**src/rtl/multicycle_ctrl.sv**
```systemverilog
// Multicycle control unit for a small RV32I-subset core. It sequences FETCH/DECODE/EXEC/MEM/WB,
// drives the memory handshake and datapath strobes, traps on an illegal opcode, and counts
// retired instructions.
module multicycle_ctrl (
  input  logic        clk,
  input  logic        rst_n,
  input  logic        start,
  input  logic [6:0]  opcode,
  input  logic        mem_ready,
  output logic        mem_req,
  output logic        mem_we,
  output logic        addr_sel,
  output logic        ir_we,
  output logic        pc_we,
  output logic        reg_we,
  output logic        busy,
  output logic        illegal,
  output logic [2:0]  state,
  output logic [31:0] instret
);

  typedef enum logic [2:0] {
    StIdle   = 3'd0,
    StFetch  = 3'd1,
    StDecode = 3'd2,
    StExec   = 3'd3,
    StMem    = 3'd4,
    StWb     = 3'd5,
    StTrap   = 3'd6,
    StUnused = 3'd7
  } state_e;

  localparam logic [6:0] OpLoad   = 7'b0000011;
  localparam logic [6:0] OpStore  = 7'b0100011;
  localparam logic [6:0] OpImm    = 7'b0010011;
  localparam logic [6:0] OpReg    = 7'b0110011;
  localparam logic [6:0] OpLui    = 7'b0110111;
  localparam logic [6:0] OpJal    = 7'b1101111;
  localparam logic [6:0] OpJalr   = 7'b1100111;
  localparam logic [6:0] OpBranch = 7'b1100011;

  state_e      state_q, state_d;
  logic [6:0]  op_q, op_d;
  logic [31:0] instret_q, instret_d;
  logic        opcode_legal;
  logic        op_is_load, op_is_store, op_is_branch;

  // Legality is judged on the live opcode while in DECODE.
  always_comb begin
    opcode_legal = 1'b0;
    case (opcode)
      OpLoad, OpStore, OpImm, OpReg, OpLui, OpJal, OpJalr, OpBranch: opcode_legal = 1'b1;
      default:                                                      opcode_legal = 1'b0;
    endcase
  end

  // EXEC and MEM steer from the latched opcode so a changing opcode input cannot disturb them.
  assign op_is_load   = (op_q == OpLoad);
  assign op_is_store  = (op_q == OpStore);
  assign op_is_branch = (op_q == OpBranch);

  // Next-state and strobe decode; only ir_we/pc_we in FETCH/MEM look at mem_ready.
  always_comb begin
    state_d  = state_q;
    op_d     = op_q;
    mem_req  = 1'b0;
    mem_we   = 1'b0;
    addr_sel = 1'b0;
    ir_we    = 1'b0;
    pc_we    = 1'b0;
    reg_we   = 1'b0;
    busy     = 1'b0;
    case (state_q)
      StIdle: begin
        if (start) state_d = StFetch;
      end
      StFetch: begin
        busy    = 1'b1;
        mem_req = 1'b1;
        if (mem_ready) begin
          ir_we   = 1'b1;
          state_d = StDecode;
        end
      end
      StDecode: begin
        busy    = 1'b1;
        op_d    = opcode;
        state_d = opcode_legal ? StExec : StTrap;
      end
      StExec: begin
        busy = 1'b1;
        if (op_is_load || op_is_store) begin
          state_d = StMem;
        end else if (op_is_branch) begin
          pc_we   = 1'b1;
          state_d = StFetch;
        end else begin
          state_d = StWb;
        end
      end
      StMem: begin
        busy     = 1'b1;
        mem_req  = 1'b1;
        addr_sel = 1'b1;
        mem_we   = op_is_store;
        if (mem_ready) begin
          if (op_is_store) begin
            pc_we   = 1'b1;
            state_d = StFetch;
          end else begin
            state_d = StWb;
          end
        end
      end
      StWb: begin
        busy    = 1'b1;
        reg_we  = 1'b1;
        pc_we   = 1'b1;
        state_d = StFetch;
      end
      StTrap: begin
        state_d = StTrap;
      end
      default: begin
        state_d = StIdle;
      end
    endcase
  end

  // One retire per pc_we pulse, visible the following cycle; wraps silently.
  always_comb begin
    instret_d = instret_q + {31'd0, pc_we};
  end

  // State, latched opcode and retire counter.
  always_ff @(posedge clk or negedge rst_n) begin
    if (!rst_n) begin
      state_q   <= StIdle;
      op_q      <= 7'd0;
      instret_q <= 32'd0;
    end else begin
      state_q   <= state_d;
      op_q      <= op_d;
      instret_q <= instret_d;
    end
  end

  assign illegal = (state_q == StTrap);
  assign state   = state_q;
  assign instret = instret_q;

endmodule

```
**config.mk**
```make
export PLATFORM = sky130hd
export DESIGN_NAME = multicycle_ctrl
export DESIGN_NICKNAME = d
export VERILOG_FILES = /design/src/rtl/multicycle_ctrl.sv
export SDC_FILE = /design/constraint.sdc
export NUM_CORES = 1
export LEC_CHECK = 0
export ABC_CLOCK_PERIOD_IN_PS = 3300
export CAP_MARGIN = 20
export CORE_UTILIZATION = 48
export DETAILED_ROUTE_END_ITERATION = 8
export PLACE_DENSITY = 0.87
export SYNTH_ARGS = -nofsm -noshare
export SYNTH_HDL_FRONTEND = slang
export SYNTH_SLANG_ARGS = --single-unit
```
**constraint.sdc**
```tcl
create_clock -name clk -period 3.3 [get_ports clk]
set_input_delay 0.66 -clock clk [delete_from_list [all_inputs] [get_ports clk]]
set_output_delay 0.66 -clock clk [all_outputs]
set_load 0.01 [all_outputs]
```
Word-level counts from Yosys, hierarchy flattened
Cells that the tools add are included.
{ "word_totals": {"regBits": 42, "output_inout_bits": 43} }
{ "op_classes": {"add_sub_neg": 1, "n_eq_ne": 20, "mux": 21, "reduce_logical": 6} }
{ "op_table": {"columns": ["op", "count"], "rows": [
  ["32-bit by 1-bit adder with 32-bit output", 1],
  ["7-bit by 6-bit == test with 1-bit output, second input constant", 4],
  ["7-bit == test, second input constant", 4],
  ["3-bit two-way mux", 7],
  ["3-bit case mux with 7 select lines", 1],
  ["7-bit by 2-bit == test with 1-bit output, second input constant", 2],
  ["1-bit two-way mux", 12],
  ["3-bit == test, second input constant", 3],
  ["8-bit OR reduction", 1],
  ["7-bit by 5-bit == test with 1-bit output, second input constant", 1],
  ["3-bit by 2-bit == test with 1-bit output, second input constant", 2],
  ["2-bit != test, second input constant", 3],
  ["5-bit OR reduction", 1],
  ["3-bit by 1-bit == test with 1-bit output, second input constant", 1],
  ["3-bit zero test", 1],
  ["1-bit case mux with 3 select lines", 1],
  ["3-bit AND reduction", 1],
  ["2-bit OR reduction", 1],
  ["1-bit logical OR", 1]
]} }

Longest topological paths before layout
Gate-level depths: netlist (run 1).
{ "logic_depth": {"ltp_word": 5, "mapped_depth": 12, "depth_no_buf": 12} }

Least setup slack after synthesis (run 1)
Ideal clock, no wire load.
{ "synth_path": {"kind": "register to register", "from": "reg state_q[0], in the netlist state[0]", "to": "reg instret_q[28], in the netlist instret[28]", "setup_ps": 126, "t_arrival_ps": 2570, "t_required_ps": 3174, "slack_ps": 604, "stages_incl_launch_ff": 13, "n_path_buf": 1, "cell_sequence": "dfrtp_1 > clkbuf_1 > inv_1 > nor2_1 > nand3_1 > o22ai_1 > ha_1 > ha_1 > and4_4 > nand3_4 > nor4_4 > nand3_1 > xnor2_1"} }
{ "synth_via": {"elab_chain_len": 3} }
{ "synth_lines": {"columns": ["item", "line", "source"], "rows": [
  ["start: declaration", "42", "state_e state_q, state_d;"],
  ["start signal: assignment", "138", "state_q <= StIdle;"],
  ["start signal: assignment", "142", "state_q <= state_d;"],
  ["3-bit == test or 3-bit by 2-bit == test with 1-bit output (tied branches)", "73", "case (state_q)"],
  ["1-bit case mux with 3 select lines (*)", "73", null],
  ["via pc_we", "14", "output logic pc_we,"],
  ["32-bit by 1-bit adder with 32-bit output (*)", "132", "instret_d = instret_q + {31'd0, pc_we};"],
  ["via instret_d[28]", "44", "logic [31:0] instret_q, instret_d;"],
  ["end signal: assignment", "144", "instret_q <= instret_d;"],
  ["end: declaration", "44", null]
]} }
Mark *: on every way through the listed nets, which the timed path passes. The rest lies on a longest branch.
A chain may end at the register's enable or synchronous reset.

Worst setup path in the final report (run 1)
{ "layout_path": {"from": "reg state_q[0], in the netlist state[0]", "to": "out pc_we"} }
{ "layout_via": {"elab_chain_len": 2} }
{ "layout_lines": {"columns": ["item", "line"], "rows": [
  ["3-bit == test or 3-bit by 2-bit == test with 1-bit output (tied branches)", "73"],
  ["1-bit case mux with 3 select lines (*)", "73"],
  ["end: declaration", "14"]
]} }
Every way passes the cells marked *; elsewhere a longest branch is shown, timed or not.

==> run_results.csv, run 1 <==
group,metric,value,unit
worst_setup_path,worstPathArrival,2190,ps
worst_setup_path,path_cells,"inv_1 -> nor2_1 -> nand3_1 -> o22ai_1 -> clkdlybuf4s50_1",
power,combPwrFrac,30.1,%
global_route,antenna_found_initial,0,
place,placedCellCount,279,
logic_synthesis,synth_fp_nets,193,
clocking,cts_max_level,2,
sta,period_minus_slack,2849,ps
final_layout,final_nets,249,
sta,period_share,86.32,%
power,p_sw,0.0004970,W
logic_synthesis,yosysSeqAreaShare,52.57,%
floorplanning,die_x,66.54,um
final_layout,synthToLayoutAreaGrowth,33.23,%
final_layout,fill_cells,323,
sta,fin_skew,9.531,ps
logic_synthesis,synth_seq_cells,42,
clocking,post_cts_buffers,0,
worst_setup_path,cp-end-kind,"output pin",
clocking,clock-root-buffer,"clkbuf_8",
worst_setup_path,slowest_stage,"clkdlybuf4s50_1",
clocking,cts_buffers,5,
sta,whs,480.5,ps
clocking,worstSkewPairLatency,310,ps
sta,rsz0062_at_grt,"no",
worst_setup_path,start_kind,"flop",
global_route,grt_pass1_wl,6.734,mm
final_layout,postLayoutCoreUtil,66.59,%
power,internal-power,0.001029,W
final_layout,stdcell_count,287,
global_route,track_usage,20.95,%
logic_synthesis,synth.distinct_cells,35,
place,gp_congestion,0.7925,
worst_setup_path,cp.required,2640,ps
floorplanning,floorplan.die_area,4428,um^2
detailed_routing,drt-pass1-iter-count,4,
floorplanning,start_util,49.98,%
sta,hold_violations,0,
clocking,clk_path_buf_depth,2,
logic_synthesis,syn_area,1999,um^2
detailed_routing,viasPerCell,5.523,
detailed_routing,drtAntennaViolNets,0,
worst_setup_path,rr_startpoint,"state[0]",
worst_setup_path,crit_start,"state[0]",
sta,drv_slew,0,
global_route,grt-ovfl-total,0,
floorplanning,rows,23,
hold_path,hold_class,"primary input to asynchronous set/reset pin",
detailed_routing,drcViolationCount,0,
sta,clock.fmax,351.1,MHz
sta,worstMarginPinSlew,899.6,ps
sta,slew_headroom,40.03,%
floorplanning,coreArea,4000,um^2
sta,setup_viol,0,
worst_setup_path,max_stage_delay,600,ps
power,sw_frac_of_total,32.56,%
final_layout,insertedDiodeCount,0,
detailed_routing,num_vias,1585,
clocking,clk_pin_slew,80,ps
final_layout,register_area,1051,um^2
outcome,status,"complete, no violations",
power,power_leakage,1.172,nW
detailed_routing,wl_per_cell,14.27,um
worst_setup_path,path_max_fanout,10,
floorplanning,die_y,66.54,um
power,ir_drop,0.3971,mV
detailed_routing,drt_iter0_drc,112,
power,clkPwrFrac,22.8,%
clocking,cts_num_sinks,42,
worst_setup_path,critPathKind,"flop to output pin",
final_layout,layout-drive-gt1-share,10.55,%
power,power_density,573.0,nW/um^2
clocking,holdBufCountCts,0,
global_route,grt_pass1_vias,1479,
clocking,cts_tree,"yes",
final_layout,multi_input_area,918.4,um^2
flow_run,max-cap-violations,0,
power,p_seq_share,47.1,%
place,port_buffers,53,
clocking,cts_resized,0,
logic_synthesis,ys_warn_count,0,
logic_synthesis,syn_inst,180,
sta,setup_tns,0,ps
logic_synthesis,syn_area_per_cell,11.11,um^2
floorplanning,ioPinCount,54,
place,dp_hpwl,2.931,mm
global_route,grt_max_degree,43,
detailed_routing,wirelength,4.095,mm
## final timing paths
path / end / slack, ps / cells past startpoint
max reg2reg: instret[22] / 460 / 11
max: pc_we / 450 / 5
min in group clk: instret[14] / 490 / 1
min reg2reg: instret[14] / 490 / 1
max in group asynchronous: instret[6] / 2250 / 1
min: instret[29] / 480 / 1
## cells in the mapped netlist
master,instances,area (um^2)
nand3_1,8,40.04
nor3_1,1,5.000
o21bai_1,1,7.510
mux2_2,6,67.56
nor2_1,14,52.55
o22ai_1,2,12.51
o21ai_0,3,15.01
nand4_4,1,21.27
inv_1,4,15.01
nor4bb_1,1,10.01
nor3_4,1,16.27
and3_2,1,7.510
and3_1,6,37.54
ha_1,2,25.02
nand3_4,1,17.52
o211ai_1,1,7.510
nand2b_1,4,25.02
a31o_2,1,8.760
and4_4,2,22.52
nor4_4,1,21.27
nor2_2,1,6.260
or3_1,1,6.260
nand2_1,17,63.81
dfrtp_1,42,1051
a31oi_1,2,12.51
xnor2_1,22,192.7
a211oi_1,2,15.01
a21oi_1,4,20.02
nand4bb_1,1,11.26
nor4_1,3,18.77
clkbuf_1,4,15.01
and4_2,1,10.01
nand4_1,10,62.56
xor2_1,8,70.07
or2_4,1,8.760
## power by group through the flow
| stage | clock network [W] | registers [W] | logic, W |
|---|---|---|---|
| floorplan | 0 | 0.000695 | 0.000258 |
| global placement | 0 | 0.000723 | 0.000451 |
| detailed placement | 0 | 0.000725 | 0.000459 |
| CTS | 0.000353 | 0.000717 | 0.000463 |
| global route | 0.000374 | 0.000737 | 0.000499 |
| finish | 0.000348 | 0.000719 | 0.000459 |
## layer usage
| layer | vias up | wire [um] | GRT usage (%) |
|---|---|---|---|
| met1 | 765 | 1814 | 27.38 |
| met5 | - | 0 | 0 |
| met2 | 61 | 1967 | 31.19 |
| met3 | 9 | 191 | 4.452 |
| li1 | 750 | - | - |
| met4 | 0 | 121 | 13.56 |
## final cells by class
cell class	instances	share of cell area, %
clock inverter	1	0.1879
timing repair buffer	53	19.73
clock buffer	7	3.241
sequential	42	39.46
inverter	4	0.5636
multi-input combinational	130	34.48
tap	50	2.349
## cells in the final DEF (no fill, tap or decap), drive strengths merged, types with 2 or more instances in the layout
| cell | instances |
|---|---|
| ha | 2 |
| xnor2 | 22 |
| dfrtp | 42 |
| clkdlybuf4s50 | 52 |
| o22ai | 2 |
| nor4 | 4 |
| nand2 | 17 |
| nand2b | 4 |
| a31oi | 2 |
| mux2 | 6 |
| nor3 | 2 |
| nor2 | 15 |
| nand4 | 11 |
| clkbuf | 7 |
| o21ai | 3 |
| and3 | 7 |
| inv | 4 |
| a211oi | 2 |
| nand3 | 9 |
| xor2 | 8 |
| a21oi | 4 |
| and4 | 3 |
## worst max-delay path: cells and delay by family, from the launching register on
family / cells / cell delay (ps)
simple gates: 2 / 290
buf+inv: 2 / 800
flops: 1 / 560
compound gates: 1 / 240
## through the flow
stage | power (W) | worst slack (ps) | cell area, um^2
final | 0.001526 | 451.5 | 2664
after global routing | 0.001609 | 237.4 | 2664
after CTS | 0.001534 | 449.4 | 2664
after detailed placement | 0.001184 | 220.1 | 2572
after global placement | 0.001174 | 290.6 | 2572
after floorplan | 0.0009531 | 604.4 | 1999
## cells by family (layout without fill, tap and decap cells)
kind of cell    count (synthesis)  in the layout  synth area share, %
flops                          42             42                52.57
mux                             6              6                3.379
compound gates                 16             16                4.943
xor+xnor                       30             30                13.14
simple gates                   76             76                23.22
buf+inv                         8             65                1.501
fa+ha+maj                       2              2                1.251
## registers in the layout (all words and copies together), names as in the netlist
register	count
state	3
instret	32
op_q	7
Note: power is estimated with default switching activity, not from simulation.
==> run 2, diff against run 1 <==
--- a/config.mk
+++ b/config.mk
@@ -9,6 +9,8 @@
 export CAP_MARGIN = 20
 export CORE_UTILIZATION = 48
 export DETAILED_ROUTE_END_ITERATION = 8
+export HOLD_SLACK_MARGIN = 0.1
+export MAX_ROUTING_LAYER = met4
 export PLACE_DENSITY = 0.87
 export SYNTH_ARGS = -nofsm -noshare
 export SYNTH_HDL_FRONTEND = slang
==> run 2 against run 1 <==
Sequential power about the same. Global-route usage up 0.57 points. Critical endpoint unchanged. Routed wire length down 0.56%. Power is essentially flat. Core utilization unchanged. Via count did not move.
==> run_results.csv, run 2 (synthesis gave the netlist of run 1 again) <==
group,metric,value,unit
flow_run,max-cap-violations,0,
clocking,worstSkewPairLatency,310,ps
worst_setup_path,reg2reg_to,"instret[22]",
clocking,cts_tree,"yes",
worst_setup_path,rr_startpoint,"state[0]",
power,ir_drop,0.3970,mV
floorplanning,die_x,66.54,um
worst_setup_path,cp.required,2640,ps
clocking,clk_pin_slew,80,ps
floorplanning,die_y,66.54,um
detailed_routing,num_vias,1585,
final_layout,largest_reg_flops,32,
clocking,cts_resized,0,
global_route,track_usage,21.51,%
detailed_routing,drt-pass1-iter-count,4,
worst_setup_path,path_cells,"inv_1 -> nor2_1 -> nand3_1 -> o22ai_1 -> clkdlybuf4s50_1",
clocking,post_cts_buffers,0,
sta,slew_headroom,39.65,%
detailed_routing,viasPerCell,5.523,
global_route,antenna_found_initial,0,
floorplanning,ioPinCount,54,
floorplanning,rows,23,
final_layout,final_nets,249,
worst_setup_path,cp_top_family,"buffers and inverters",
sta,rsz0062_at_grt,"no",
sta,fin_skew,9.882,ps
clocking,holdBufCountCts,0,
final_layout,layout-drive-gt1-share,10.55,%
floorplanning,coreArea,4000,um^2
detailed_routing,drcViolationCount,0,
worst_setup_path,critPathKind,"flop to output pin",
floorplanning,start_util,49.98,%
final_layout,synthToLayoutAreaGrowth,33.23,%
sta,setup_viol,0,
final_layout,insertedDiodeCount,0,
sta,whs,479.7,ps
power,power_density,572.7,nW/um^2
clocking,cts_num_sinks,42,
detailed_routing,drt_iter0_drc,103,
worst_setup_path,start_kind,"flop",
place,gp_congestion,0.8037,
detailed_routing,drtAntennaViolNets,0,
sta,worstMarginPinSlew,905.3,ps
floorplanning,floorplan.die_area,4428,um^2
final_layout,stdcell_count,287,
sta,period_minus_slack,2851,ps
global_route,grt_max_degree,43,
outcome,status,"complete, no violations",
clocking,cts_max_level,2,
worst_setup_path,max_stage_delay,600,ps
global_route,grt_pass1_wl,6.734,mm
sta,hold_violations,0,
hold_path,hold_class,"primary input to asynchronous set/reset pin",
final_layout,postLayoutCoreUtil,66.59,%
clocking,clock-root-buffer,"clkbuf_8",
worst_setup_path,r2r_slack,450,ps
worst_setup_path,worstPathArrival,2190,ps
worst_setup_path,path_max_fanout,10,
power,power_leakage,1.172,nW
place,dp_hpwl,2.931,mm
global_route,grt_pass1_vias,1478,
worst_setup_path,cp-end-kind,"output pin",
place,placedCellCount,279,
clocking,clk_path_buf_depth,2,
sta,drv_slew,0,
worst_setup_path,slowest_stage,"clkdlybuf4s50_1",
clocking,cts_buffers,5,
sta,clock.fmax,350.7,MHz
global_route,grt-ovfl-total,0,
worst_setup_path,worstRegToRegCells,11,
worst_setup_path,crit_buf_inv,2,
final_layout,fill_cells,323,
sta,setup_tns,0,ps
final_layout,final_cell_mix,"clkdlybuf4s50_1 (52), dfrtp_1 (42), xnor2_1 (22)",
detailed_routing,wl_per_cell,14.19,um
final_layout,final_common_cell,"clkdlybuf4s50_1",
place,port_buffers,53,
detailed_routing,wirelength,4.072,mm
sta,period_share,86.40,%
-- run 2: cell counts in the layout (fill, tap and decap cells not counted) --
No cell type changed its count.
-- run 2: layout make-up --
class	count	area, um^2	share of cell area (%)
inverter	4	15.01	0.5636
timing repair buffer	53	525.5	19.73
tap	50	62.56	2.349
clock inverter	1	5.005	0.1879
multi-input combinational	130	918.4	34.48
clock buffer	7	86.33	3.241
sequential	42	1051	39.46
-- run 2: worst max-delay path by stage --
stage	slack (ps)	cells past startpoint	start	end
2_1_floorplan	600	12	state[0]	instret[28]
3_3_place_gp	290	10	mem_ready	instret[26]
3_5_place_dp	220	10	mem_ready	instret[22]
4_1_cts	450	5	state[0]	pc_we
5_1_grt	240	11	state[0]	instret[26]
6_report	450	5	state[0]	pc_we
-- run 2: power breakdown --
group	internal, W	switching [W]
Combinational	0.000257	0.000202
Sequential	0.000604	0.000116
Clock	0.000169	0.000179
-- run 2: per-stage QoR --
stage	cell area (um^2)	setup WS, ps	power [W]
3_3_place_gp	2572	290.6	0.001174
4_1_cts	2664	449.4	0.001534
5_1_grt	2664	237.4	0.001609
2_1_floorplan	1999	604.4	0.0009531
6_report	2664	448.9	0.001526
3_5_place_dp	2572	220.1	0.001184
-- run 2: layer usage --
metal	track usage (%)	up-vias	part of all wire, %
met2	31.31	53	48
li1	-	755	-
met3	4.110	9	4.0
met5	-	-	0
met1	27.49	768	45
met4	13.56	0	3.0
==> run 3, diff against run 2 <==
--- a/config.mk
+++ b/config.mk
@@ -9,9 +9,10 @@
 export CAP_MARGIN = 20
 export CORE_UTILIZATION = 48
 export DETAILED_ROUTE_END_ITERATION = 8
+export GPL_ROUTABILITY_DRIVEN = 1
 export HOLD_SLACK_MARGIN = 0.1
 export MAX_ROUTING_LAYER = met4
-export PLACE_DENSITY = 0.87
+export PLACE_DENSITY = 0.89
 export SYNTH_ARGS = -nofsm -noshare
 export SYNTH_HDL_FRONTEND = slang
 export SYNTH_SLANG_ARGS = --single-unit
==> run 3 against run 2 <==
Power rose by 0.13%. Register-to-register slack improved by 130 ps. Design area rose by 0.14%. Global-route usage fell by 1.1 points. Final cell count did not move. Sequential share of layout area fell by 0.056 points. Worst setup slack improved by 65 ps. Routed wire length fell by 4.4%. Hold slack got worse by 10 ps. Critical path depth fell by 1. Clock skew rose by 1.6 ps.
==> run_results.csv, run 3 (synthesis gave the netlist of run 1 again) <==
group,metric,value,unit
outcome,status,"complete, no violations",
clocking,cts_tree,"yes",
clocking,holdBufCountCts,0,
worst_setup_path,slowest_stage,"clkdlybuf4s50_1",
place,gp_congestion,0.8499,
worst_setup_path,max_stage_delay,610,ps
hold_path,hold_class,"primary input to asynchronous set/reset pin",
global_route,track_usage,20.38,%
worst_setup_path,path_common_cell,"clkdlybuf4s50_1",
final_layout,stdcell_count,287,
power,power,0.001528,W
detailed_routing,drt_iter0_drc,67,
detailed_routing,drt-pass1-iter-count,4,
detailed_routing,wl_per_cell,13.57,um
clocking,post_cts_buffers,0,
clocking,cts_buffers,5,
power,power_leakage,1.171,nW
flow_run,max-cap-violations,0,
worst_setup_path,path_cells,"clkdlybuf4s50_1 -> a21oi_1 -> o22ai_1 -> clkdlybuf4s50_1",
clocking,clk_pin_slew,80,ps
final_layout,postLayoutCoreUtil,66.69,%
power,power_density,572.6,nW/um^2
final_layout,layout-drive-gt1-share,10.97,%
global_route,antenna_found_initial,0,
worst_setup_path,worstPathArrival,2130,ps
floorplanning,die_y,66.54,um
final_layout,final_common_cell,"clkdlybuf4s50_1",
final_layout,final_cell_mix,"clkdlybuf4s50_1 (52), dfrtp_1 (42), xnor2_1 (22)",
floorplanning,floorplan.die_area,4428,um^2
detailed_routing,viasPerCell,5.352,
worst_setup_path,critPathKind,"primary input to output pin",
floorplanning,ioPinCount,54,
worst_setup_path,path_max_fanout,4,
detailed_routing,drtAntennaViolNets,0,
power,ir_drop,0.3464,mV
floorplanning,rows,23,
global_route,grt_max_degree,43,
clocking,cts_num_sinks,42,
sta,setup_viol,0,
final_layout,synthToLayoutAreaGrowth,33.42,%
place,port_buffers,53,
floorplanning,die_x,66.54,um
place,placedCellCount,279,
detailed_routing,drcViolationCount,0,
sta,drv_slew,0,
final_layout,final_nets,249,
global_route,grt_pass1_wl,6.492,mm
detailed_routing,wirelength,3.894,mm
sta,worstMarginPinSlew,879.1,ps
final_layout,largest_reg_flops,32,
clocking,cts_max_level,2,
clocking,clock-root-buffer,"clkbuf_8",
clocking,clk_path_buf_depth,2,
worst_setup_path,cp.required,2640,ps
place,dp_hpwl,2.926,mm
floorplanning,start_util,49.98,%
sta,hold_violations,0,
sta,clock.fmax,358.9,MHz
sta,fin_skew,11.47,ps
worst_setup_path,start_kind,"primary input",
clocking,worstSkewPairLatency,300,ps
sta,period_minus_slack,2786,ps
clocking,cts_resized,0,
sta,setup_tns,0,ps
sta,whs,469.6,ps
floorplanning,coreArea,4000,um^2
final_layout,insertedDiodeCount,0,
worst_setup_path,cp-end-kind,"output pin",
detailed_routing,num_vias,1536,
global_route,grt-ovfl-total,0,
sta,slew_headroom,41.39,%
sta,period_share,84.43,%
sta,rsz0062_at_grt,"no",
global_route,grt_pass1_vias,1465,
==> run 3: power by group <==
group,switching [W],internal [W],leakage (nW)
clock network,0.000177,0.000168,0.0472
registers,0.000113,0.000604,0.560
logic,0.000207,0.000259,0.564
==> run 3: path summary, 6_finish.rpt <==
path                                     to  slack, ps  cells past startpoint         from
worst min-delay path            instret[18]        470                      1        rst_n
worst max register to register  instret[30]        580                     11     state[0]
worst max-delay path                  pc_we        510                      4    mem_ready
max in group asynchronous        instret[5]       2270                      1        rst_n
min in group clk                instret[31]        470                      1  instret[31]
worst min register to register  instret[31]        470                      1  instret[31]
==> run 3: final cells by class <==
type	count	area, um^2
fill	326	1333
sequential	42	1051
multi-input combinational	130	918.4
timing repair buffer	53	525.5
clock buffer	6	82.58
tap	50	62.56
inverter	4	15.01
clock inverter	2	12.51
==> run 3: metrics by stage <==
step	setup WS (ps)	instance area, um^2
CTS	523.6	2668
floorplan	604.4	1999
finish	513.9	2668
detailed placement	241.9	2572
global route	280.5	2668
global placement	296.7	2572
==> run 3: worst max-delay path: cells and delay by family <==
kind,cells,cell delay (ps)
AOI/OAI and AO/OA,2,320
buffers and inverters,2,1140
==> run 3: layer usage <==
layer / part of all wire, % / track usage [%]
met5: 0 / -
met1: 45 / 25.66
met4: 2.1 / 9.840
met2: 50 / 31.44
met3: 3.9 / 3.938
